File: src/rtl/pacman_pkg.sv
// pacman_pkg: shared types and constants for the Pac-Man game-flow logic.
//   game_state_t : PLAY / LEVEL_CLEAR / DEATH / GAME_OVER (encoding is visible
//                  on the score_keeper game_state port, so it must not move)
//   COMBO_*      : BCD point values of the ghost-eating combo ladder
//   SCORE_MAX    : saturating ceiling of the 6-digit BCD score
//   combo_next() : next rung of the combo ladder (1600 holds)
package pacman_pkg;

    typedef enum logic [1:0] {
        PLAY        = 2'd0,
        LEVEL_CLEAR = 2'd1,
        DEATH       = 2'd2,
        GAME_OVER   = 2'd3
    } game_state_t;

    localparam logic [23:0] COMBO_200  = 24'h000200;
    localparam logic [23:0] COMBO_400  = 24'h000400;
    localparam logic [23:0] COMBO_800  = 24'h000800;
    localparam logic [23:0] COMBO_1600 = 24'h001600;
    localparam logic [23:0] SCORE_MAX  = 24'h999999;

    function automatic logic [23:0] combo_next(input logic [23:0] c);
        logic [23:0] n;
        case (c)
            COMBO_200: n = COMBO_400;
            COMBO_400: n = COMBO_800;
            default:   n = COMBO_1600;
        endcase
        return n;
    endfunction

endpackage

File: src/rtl/bcd_add6.sv
// bcd_add6: combinational 6-digit packed-BCD adder.
// Ports:
//   a_i    [23:0] in  addend, valid BCD
//   b_i    [23:0] in  addend, valid BCD
//   sum_o  [23:0] out BCD sum modulo 10^6
//   sat_o         out carry out of the top digit (sum exceeded 999999);
//                     the caller uses it to saturate
module bcd_add6 (
    input  logic [23:0] a_i,
    input  logic [23:0] b_i,
    output logic [23:0] sum_o,
    output logic        sat_o
);

    logic [4:0] dig;
    logic       cy;

    // Ripple digit by digit: a binary digit sum above 9 is corrected by +6,
    // which pushes it past 15 so the low nibble wraps to the right BCD digit.
    always_comb begin
        sum_o = '0;
        dig   = '0;
        cy    = 1'b0;
        for (int i = 0; i < 6; i++) begin
            dig = {1'b0, a_i[i*4 +: 4]} + {1'b0, b_i[i*4 +: 4]} + {4'd0, cy};
            if (dig > 5'd9) begin
                dig = dig + 5'd6;
                cy  = 1'b1;
            end else begin
                cy  = 1'b0;
            end
            sum_o[i*4 +: 4] = dig[3:0];
        end
        sat_o = cy;
    end

endmodule

File: src/rtl/score_keeper.sv
// score_keeper: Pac-Man game-flow FSM with BCD score, high score, lives, level.
// Build option: define SCORE_EXTRA_LIFE_EN to award one bonus life per game
// when the score first reaches EXTRA_LIFE_AT.
// Ports:
//   clk, reset (sync, active-high)
//   frame_clk            in  one-cycle frame strobe; game events count only here
//   pellet_collected     in  pellet taken this frame
//   all_pellets_cleared  in  last pellet of the level taken
//   power_start          in  power pellet eaten; restarts the ghost combo
//   ghost_eaten          in  frightened ghost eaten (at most one per frame)
//   pacman_caught        in  caught by a non-frightened ghost
//   start_btn            in  start request (sampled every clk in GAME_OVER)
//   score/high_score     out 6-digit BCD
//   lives [2:0], level [7:0] (binary)
//   game_state [1:0]     out current FSM state (PLAY=0 .. GAME_OVER=3)
//   play_enable          out high while in PLAY
//   level_reset, respawn out registered one-clk pulses
module score_keeper
    import pacman_pkg::*;
#(
    parameter int          START_LIVES   = 3,
    parameter int          CLEAR_FRAMES  = 120,
    parameter int          DEATH_FRAMES  = 90,
    parameter logic [23:0] PELLET_PTS    = 24'h000010,
    parameter logic [23:0] EXTRA_LIFE_AT = 24'h010000
) (
    input  logic        clk,
    input  logic        reset,
    input  logic        frame_clk,
    input  logic        pellet_collected,
    input  logic        all_pellets_cleared,
    input  logic        power_start,
    input  logic        ghost_eaten,
    input  logic        pacman_caught,
    input  logic        start_btn,
    output logic [23:0] score,
    output logic [23:0] high_score,
    output logic [2:0]  lives,
    output logic [7:0]  level,
    output logic [1:0]  game_state,
    output logic        play_enable,
    output logic        level_reset,
    output logic        respawn
);

    localparam logic [15:0] CLEAR_LAST = 16'(CLEAR_FRAMES - 1);
    localparam logic [15:0] DEATH_LAST = 16'(DEATH_FRAMES - 1);
    localparam logic [2:0]  LIVES_INIT = 3'(START_LIVES);

    game_state_t state_q, state_d;
    logic [15:0] cnt_q, cnt_d;
    logic [23:0] score_q, score_d;
    logic [23:0] high_q;
    logic [23:0] combo_q, combo_d;
    logic [2:0]  lives_q, lives_d;
    logic [7:0]  level_q, level_d;
    logic        level_reset_q, level_reset_d;
    logic        respawn_q, respawn_d;

    logic [23:0] incr;
    logic [23:0] add_sum;
    logic        add_sat;
    logic [23:0] score_plus;

    // Pellet points live in the tens digit and combo values in hundreds and
    // up, so OR-ing them forms the BCD sum without an extra adder.
    assign incr = (pellet_collected ? PELLET_PTS : 24'h0) |
                  (ghost_eaten      ? combo_q    : 24'h0);

    bcd_add6 u_add (
        .a_i   (score_q),
        .b_i   (incr),
        .sum_o (add_sum),
        .sat_o (add_sat)
    );

    assign score_plus = add_sat ? SCORE_MAX : add_sum;

`ifdef SCORE_EXTRA_LIFE_EN
    logic extra_q, extra_d;
`endif

    always_comb begin
        state_d       = state_q;
        cnt_d         = cnt_q;
        score_d       = score_q;
        combo_d       = combo_q;
        lives_d       = lives_q;
        level_d       = level_q;
        level_reset_d = 1'b0;
        respawn_d     = 1'b0;

        // A power pellet restarts the combo in every state; in PLAY it also
        // wins over a same-frame doubling because the doubling below is
        // suppressed when power_start is present.
        if (frame_clk && power_start) begin
            combo_d = COMBO_200;
        end

        unique case (state_q)
            PLAY: begin
                if (frame_clk) begin
                    if (all_pellets_cleared) begin
                        score_d = score_plus;
                        if (ghost_eaten && !power_start) combo_d = combo_next(combo_q);
                        state_d = LEVEL_CLEAR;
                        cnt_d   = '0;
                    end else if (pacman_caught) begin
                        // Caught this frame: nothing scored.
                        state_d = DEATH;
                        cnt_d   = '0;
                    end else begin
                        score_d = score_plus;
                        if (ghost_eaten && !power_start) combo_d = combo_next(combo_q);
                    end
                end
            end

            LEVEL_CLEAR: begin
                if (frame_clk) begin
                    if (cnt_q == CLEAR_LAST) begin
                        if (level_q != 8'hFF) level_d = level_q + 8'd1;
                        combo_d       = COMBO_200;
                        level_reset_d = 1'b1;
                        respawn_d     = 1'b1;
                        state_d       = PLAY;
                        cnt_d         = '0;
                    end else begin
                        cnt_d = cnt_q + 16'd1;
                    end
                end
            end

            DEATH: begin
                if (frame_clk) begin
                    if (cnt_q == DEATH_LAST) begin
                        if (lives_q <= 3'd1) begin
                            lives_d = 3'd0;
                            state_d = GAME_OVER;
                        end else begin
                            lives_d   = lives_q - 3'd1;
                            respawn_d = 1'b1;
                            state_d   = PLAY;
                        end
                        cnt_d = '0;
                    end else begin
                        cnt_d = cnt_q + 16'd1;
                    end
                end
            end

            GAME_OVER: begin
                if (start_btn) begin
                    score_d       = '0;
                    lives_d       = LIVES_INIT;
                    level_d       = 8'd1;
                    combo_d       = COMBO_200;
                    level_reset_d = 1'b1;
                    respawn_d     = 1'b1;
                    state_d       = PLAY;
                    cnt_d         = '0;
                end
            end

            default: state_d = GAME_OVER;
        endcase

`ifdef SCORE_EXTRA_LIFE_EN
        extra_d = extra_q;
        if (state_q == GAME_OVER && start_btn) begin
            extra_d = 1'b0;
        end else if (state_q == PLAY && frame_clk && !extra_q &&
                     score_d >= EXTRA_LIFE_AT) begin
            extra_d = 1'b1;
            if (lives_q != 3'd7) lives_d = lives_q + 3'd1;
        end
`endif
    end

    always_ff @(posedge clk) begin
        if (reset) begin
            state_q       <= GAME_OVER;
            cnt_q         <= '0;
            score_q       <= '0;
            combo_q       <= COMBO_200;
            lives_q       <= LIVES_INIT;
            level_q       <= 8'd1;
            level_reset_q <= 1'b0;
            respawn_q     <= 1'b0;
        end else begin
            state_q       <= state_d;
            cnt_q         <= cnt_d;
            score_q       <= score_d;
            combo_q       <= combo_d;
            lives_q       <= lives_d;
            level_q       <= level_d;
            level_reset_q <= level_reset_d;
            respawn_q     <= respawn_d;
        end
    end

    // Packed BCD orders the same as binary, so a plain compare is enough.
    always_ff @(posedge clk) begin
        if (reset) begin
            high_q <= '0;
        end else if (score_q > high_q) begin
            high_q <= score_q;
        end
    end

`ifdef SCORE_EXTRA_LIFE_EN
    always_ff @(posedge clk) begin
        if (reset) begin
            extra_q <= 1'b0;
        end else begin
            extra_q <= extra_d;
        end
    end
`endif

    assign score       = score_q;
    assign high_score  = high_q;
    assign lives       = lives_q;
    assign level       = level_q;
    assign game_state  = state_q;
    assign play_enable = (state_q == PLAY);
    assign level_reset = level_reset_q;
    assign respawn     = respawn_q;

endmodule

File: config.mk
export PLATFORM = sky130hd
export DESIGN_NAME = score_keeper
export DESIGN_NICKNAME = d
export VERILOG_FILES = /design/src/rtl/pacman_pkg.sv /design/src/rtl/bcd_add6.sv /design/src/rtl/score_keeper.sv
export SDC_FILE = /design/constraint.sdc
export NUM_CORES = 1
export LEC_CHECK = 0
export BUFFER_PORTS_ARGS = -buffer_cell sky130_fd_sc_hd__buf_2
export CORE_ASPECT_RATIO = 0.9
export CORE_MARGIN = 3
export CORE_UTILIZATION = 37
export CTS_CLUSTER_DIAMETER = 60
export CTS_CLUSTER_SIZE = 8
export DETAILED_ROUTE_END_ITERATION = 6
export PLACE_DENSITY_LB_ADDON = 0.12
export SYNTH_ARGS = -nofsm -noshare
export SYNTH_HDL_FRONTEND = slang
export SYNTH_HIERARCHICAL = 1
export SYNTH_SLANG_ARGS = --single-unit
File: constraint.sdc
create_clock -name clk -period 32.6 [get_ports clk]
set_input_delay 4.89 -clock clk [delete_from_list [all_inputs] [get_ports clk]]
set_output_delay 4.89 -clock clk [all_outputs]
set_load 0.01 [all_outputs]
==> results of run 1 <==
## Yosys cell counts (all sizes together) (4+ instances only)
master  number
a211oi       5
a21boi       9
a21o         9
a21oi       58
a22o         5
a31oi       32
a32o         7
a32oi       25
and2        45
and3        10
and3b        5
buf          6
clkbuf      33
dfxtp      103
fa          11
ha          64
inv         71
mux2i        8
nand2       62
nand2b       7
nand3       50
nand3b       5
nand4       10
nor2        66
nor2b        5
nor3        22
nor3b        7
nor4         9
o211ai       5
o21ai       18
o22ai        5
o31a         5
or2          4
xnor2       18
xor2         7
## path summary, 6_finish.rpt
| kind | from | end | slack, ns | cells after the start |
|---|---|---|---|---|
| setup / recovery | ghost_eaten | score[6]$_SDFFE_PP0P_ | 15.95 | 54 |
| hold / removal | combo_q[20]$_SDFF_PP0_ | combo_q[20]$_SDFF_PP0_ | 0.49 | 1 |
| setup reg to reg | score[0]$_SDFFE_PP0P_ | score[6]$_SDFFE_PP0P_ | 20.45 | 52 |
| hold reg to reg | combo_q[20]$_SDFF_PP0_ | combo_q[20]$_SDFF_PP0_ | 0.49 | 1 |
## flip-flops by register name (all words and copies together) (netlist names)
register	flops
level	8
score	24
level_reset	1
respawn	1
cnt_q	16
game_state	2
combo_q	24
high_score	24
lives	3
## metal layers
metal,track usage (%),part of all wire [%]
met5,0,0
met4,3.963,0.92
met3,2.944,4.5
met2,26.64,42
met1,25.36,52
## layout make-up
class                           count  area, um^2  share of cell area [%]
Tap cell                          240       300.3                   3.873
Clock inverter                      3       42.54                  0.5487
Clock buffer                       13       250.2                   3.228
Sequential cell                   103        2062                   26.60
Timing Repair Buffer               77       397.9                   5.132
Inverter                           71       266.5                   3.438
Multi-Input combinational cell    627        4433                   57.18
## critical path, delay by kind of cell
kind	cells	cell delay [ns]
AOI/OAI and AO/OA	13	2.97
buffers and inverters	14	1.56
adders and majority gates	18	5.74
and+or+nand+nor	8	1.34
xor gates and xnor gates	1	0.36
## through the flow
step	power [mW]	util, %
after floorplan	0.2677	-
after global placement	0.3097	41.41
after detailed placement	0.3084	41.41
after CTS	0.4201	43.03
after global routing	0.4453	43.03
final	0.4168	43.03
## cells by family (layout without fill, tap and decap cells)
logic type	Yosys count	in the layout	share of synthesized area (%)
and+or+nand+nor	316	316	24.66
AOI/OAI and AO/OA	203	203	20.29
buffers and inverters	110	164	6.232
DFF	103	103	29.77
adders and majority gates	75	75	14.74
xor gates and xnor gates	25	25	3.161
muxes	8	8	1.156
## report_power, final
part	total (mW)	internal, mW	switching (mW)
registers	0.142	0.133	0.00891
logic	0.164	0.0464	0.118
clock network	0.111	0.0617	0.0492
==> run_results.csv, run 1 <==
group,metric,value,unit
timing,period_share,51.06,%
synth,syn_avg_cell_area,8.246,um^2
placed_design,dp.cells,1118,
power,p_leak,3.261,nW
worst_setup_path,worst_setup_path_start_kind,"primary input",
clock_network,postCtsResizedCells,0,
synth,synth_ff_type,"dfxtp_1",
worst_setup_path,crit_type,"in2reg",
timing,fmax,0.06008,GHz
placed_design,hpwl,12540,um
floorplanning,initial_core_util,38.45,%
placed_design,dp_slack,15.63,ns
floorplanning,die_h,135.8,um
worst_setup_path,critPathSlowestCell,"nor2_1",
run_status,outcome,"completed",
detailed_routing,drt-initial-drc-count,400,
finish,stdcell_count,1134,
floorplanning,ios,73,
placed_design,place.gp.congestion,0.7920,
timing,setup_violations,0,
clock_network,path_clk_slew,0.07,ns
detailed_routing,routed_via_density,5.299,
synth,synth_area_leaders,"dfxtp_1, ha_1, a21oi_1",
worst_setup_path,cp_data_required_time,32.87,ns
timing,maxSlewViolCount,0,
grt,grt_pass1_wl,28720,um
finish,nFillCells,1886,
clock_network,cts_buffers,9,
placed_design,numPortBuffers,72,
finish,fin_area,7752,um^2
floorplanning,core,18010,um^2
synth,synthCells,840,
clock_network,clockBufferDepth,2,
grt,grt_max_degree,68,
synth,ys_seq_elements,103,
detailed_routing,firstDrtPassIters,4,
finish,mostFrequentLayoutCell,"dfxtp_1",
placed_design,placed_cell_area,7460,um^2
timing,final.setup_skew,0.009837,ns
flow_run,maxCapViolations,0,
timing,timing.final.ws_setup,15.95,ns
synth,ys_warn_count,6,
detailed_routing,routedWlPerCell,15.41,um
floorplanning,dieArea,20400,um^2
timing,grt_setup_unrepaired,"false",
clock_network,ctsHoldBuffers,0,
timing,finalSetupTns,0,ns
grt,groute.usage.overall,17.33,%
worst_setup_path,arrival,16.92,ns
timing,tightest_slew,1.088,ns
power,ir_drop,0.00004545,V
timing,timing.slew.headroom,27.25,%
synth,syn_nets,924,
detailed_routing,vias,6009,
synth,async_reset_ff_share,0,%
worst_hold_path,worstHoldPathType,"reg2reg",
finish,mostFrequentLayoutCells,"dfxtp_1, buf_2, inv_1, nor2_1, ha_1",
grt,antenna_found_initial,0,
timing,hold_slack,0.4876,ns
clock_network,cts_root_buf,"clkbuf_16",
clock_network,worstSkewPairLatency,0.35,ns
floorplanning,rows,46,
finish,drive_above_1_share,13.53,%
clock_network,clock_sinks,103,
worst_setup_path,crit_top_cell,"inv_1",
floorplanning,chipWidth,150.2,um
worst_setup_path,worstPathMaxFanout,25,
finish,nNetsFinal,973,
synth,netlist_area,6927,um^2
grt,first_global_vias,5472,
finish,insertedDiodeCount,0,
synth,yosysSeqAreaShare,29.77,%
clock_network,cts_setup_buffers,0,
power,powerDensity,53.76,nW/um^2
synth,synth_edf_count,0,
detailed_routing,drc,0,
clock_network,cts_tree,"done",
synth,yosysUniqueCellTypes,65,
detailed_routing,wl,17480,um
synth,synthDominantCellAreaShare,29.77,%
clock_network,htreeDepth,3,
worst_setup_path,cp_slowest_stage_delay,0.72,ns
worst_setup_path,end_kind,"flop",
synth,netlist.top_cell.by_area,"dfxtp_1",
grt,grt_overflow_total,0,
timing,final-hold-violation-count,0,
finish,areaGrowthSynthToFinish,11.92,%
timing,period_minus_slack,16.65,ns
detailed_routing,postRouteAntennaNets,0,
No activity file was read; power rests on OpenSTA's default activity.
==> run 2: changes to the inputs <==
Clock period 32.6 ns to 15.9 ns, I/O delays scaled along.
==> run 2 against run 1 <==
Clock skew is 0.0030 ns lower. Combinational power increased by 100%. Count of clock-buffer cells in the layout fell by 2. Critical path depth unchanged. Sequential cell count unchanged. Design area decreased by 0.16%. Register-to-register slack got worse by 17 ns. Die area unchanged. Worst hold slack worse by 0.0012 ns. First-iteration DRC count up 2.0%. Critical path type unchanged. Critical endpoint is now score[10]$_SDFFE_PP0P_. Highest routed layer is now met5.
==> run_results.csv, run 2 (same netlist as run 1, synthesis figures left out) <==
group,metric,value,unit
timing,timing.final.ws_setup,1.709,ns
run_status,outcome,"completed",
grt,grt_max_degree,68,
floorplanning,chipWidth,150.2,um
grt,groute.usage.overall,17.32,%
placed_design,hpwl,12560,um
placed_design,numPortBuffers,72,
finish,stdcell_count,1133,
power,total_power,843.2,uW
clock_network,cts_tree,"done",
worst_hold_path,hp-start,"combo_q[14]$_SDFF_PP0_",
worst_setup_path,regToRegSetupSlack,3.70,ns
timing,timing.slew.headroom,30.34,%
timing,final-hold-violation-count,0,
worst_setup_path,cp_slowest_stage_delay,0.75,ns
finish,final_util,42.96,%
worst_setup_path,crit_top_cell,"inv_1",
finish,mostFrequentLayoutCell,"dfxtp_1",
timing,hold_slack,0.4864,ns
finish,fin_area,7740,um^2
clock_network,clock_sinks,103,
detailed_routing,routedWlPerCell,15.34,um
timing,maxSlewViolCount,0,
finish,seq_area,2062,um^2
placed_design,placed_cell_area,7460,um^2
timing,period_minus_slack,14.19,ns
worst_setup_path,worstPathMaxFanout,25,
worst_hold_path,worstHoldPathType,"reg2reg",
grt,grt_pass1_wl,28710,um
clock_network,ctsHoldBuffers,0,
floorplanning,core,18010,um^2
clock_network,postCtsResizedCells,0,
finish,nFillCells,1839,
worst_setup_path,worst_setup_path_start_kind,"primary input",
worst_setup_path,cp_data_required_time,16.18,ns
flow_run,maxCapViolations,0,
clock_network,clockBufferDepth,2,
worst_setup_path,worstReg2RegEnd,"score[10]$_SDFFE_PP0P_",
clock_network,cts_root_buf,"clkbuf_16",
power,powerDensity,108.9,nW/um^2
power,ir_drop,0.00009177,V
timing,final.setup_skew,0.006858,ns
placed_design,dp_slack,1.428,ns
worst_setup_path,crit_type,"in2reg",
finish,nNetsFinal,973,
timing,period_share,89.25,%
detailed_routing,routed_via_density,5.362,
timing,finalSetupTns,0,ns
placed_design,dp.cells,1118,
floorplanning,dieArea,20400,um^2
worst_setup_path,critPathSlowestCell,"nor2_1",
floorplanning,ios,73,
finish,areaGrowthSynthToFinish,11.74,%
floorplanning,die_h,135.8,um
detailed_routing,wl,17380,um
worst_setup_path,r2r_start,"combo_q[0]$_SDFF_PP0_",
finish,mostFrequentLayoutCells,"dfxtp_1, buf_2, inv_1, nor2_1, ha_1",
detailed_routing,drt-initial-drc-count,408,
timing,tightest_slew,1.042,ns
clock_network,path_clk_slew,0.07,ns
clock_network,htreeDepth,3,
clock_network,cts_buffers,9,
grt,grt_overflow_total,0,
finish,insertedDiodeCount,0,
clock_network,cts_setup_buffers,0,
timing,grt_setup_unrepaired,"false",
detailed_routing,firstDrtPassIters,5,
grt,antenna_found_initial,1,
worst_setup_path,arrival,14.47,ns
detailed_routing,postRouteAntennaNets,0,
worst_hold_path,whs_endpoint,"combo_q[14]$_SDFF_PP0_",
floorplanning,initial_core_util,38.45,%
finish,multiInputGateArea,4433,um^2
detailed_routing,drc,0,
worst_hold_path,min_path_cells,1,
finish,drive_above_1_share,13.55,%
clock_network,worstSkewPairLatency,0.35,ns
detailed_routing,vias,6075,
placed_design,place.gp.congestion,0.7924,
worst_setup_path,ff2ff_path_depth,53,
worst_setup_path,end_kind,"flop",
timing,setup_violations,0,
timing,fmax,0.07047,GHz
floorplanning,rows,46,
grt,first_global_vias,5558,
power,p_leak,3.257,nW
## run 2: changes by cell type in the layout (fill, tap and decap cells not counted), sizes merged
| cell | before | now |
|---|---|---|
| clkbuf | 13 | 11 |
| clkinv | 1 | 2 |
## run 2: cell type report
class                           count  share of cell area [%]
Clock inverter                      4                  0.6143
Timing Repair Buffer               77                   5.141
Clock buffer                       11                   3.007
Multi-Input combinational cell    627                   57.27
Tap cell                          240                   3.880
Inverter                           71                   3.443
Sequential cell                   103                   26.64
## run 2: critical path, delay by kind of cell
family / cells / cell delay (ns)
buffers and inverters: 14 / 1.57
AOI/OAI and AO/OA: 13 / 2.97
xor gates and xnor gates: 1 / 0.35
adders and majority gates: 18 / 5.78
and+or+nand+nor: 8 / 1.38
## run 2: how the worst max path moves through the flow
stage                           start                      to
after floorplan           ghost_eaten   score[7]$_SDFFE_PP0P_
after global placement    ghost_eaten  score[18]$_SDFFE_PP0P_
after detailed placement  ghost_eaten  score[10]$_SDFFE_PP0P_
after CTS                 ghost_eaten  score[10]$_SDFFE_PP0P_
after global routing      ghost_eaten   score[1]$_SDFFE_PP0P_
final                     ghost_eaten  score[10]$_SDFFE_PP0P_
## run 2: layer usage
layer	part of all wire, %	track usage (%)	wire length, um	vias up
li1	-	-	-	3111
met1	51	25.04	8830	2787
met2	43	26.62	7443	162
met3	5.3	3.346	914	13
met4	1.0	4.116	177	2
met5	0.075	0	13	-
## run 2: report_power, final
part | leakage [nW] | switching (mW) | total, mW | internal, mW
Combinational | 2.29 | 0.239 | 0.334 | 0.0949
Sequential | 0.832 | 0.0183 | 0.291 | 0.273
Clock | 0.135 | 0.0973 | 0.218 | 0.121
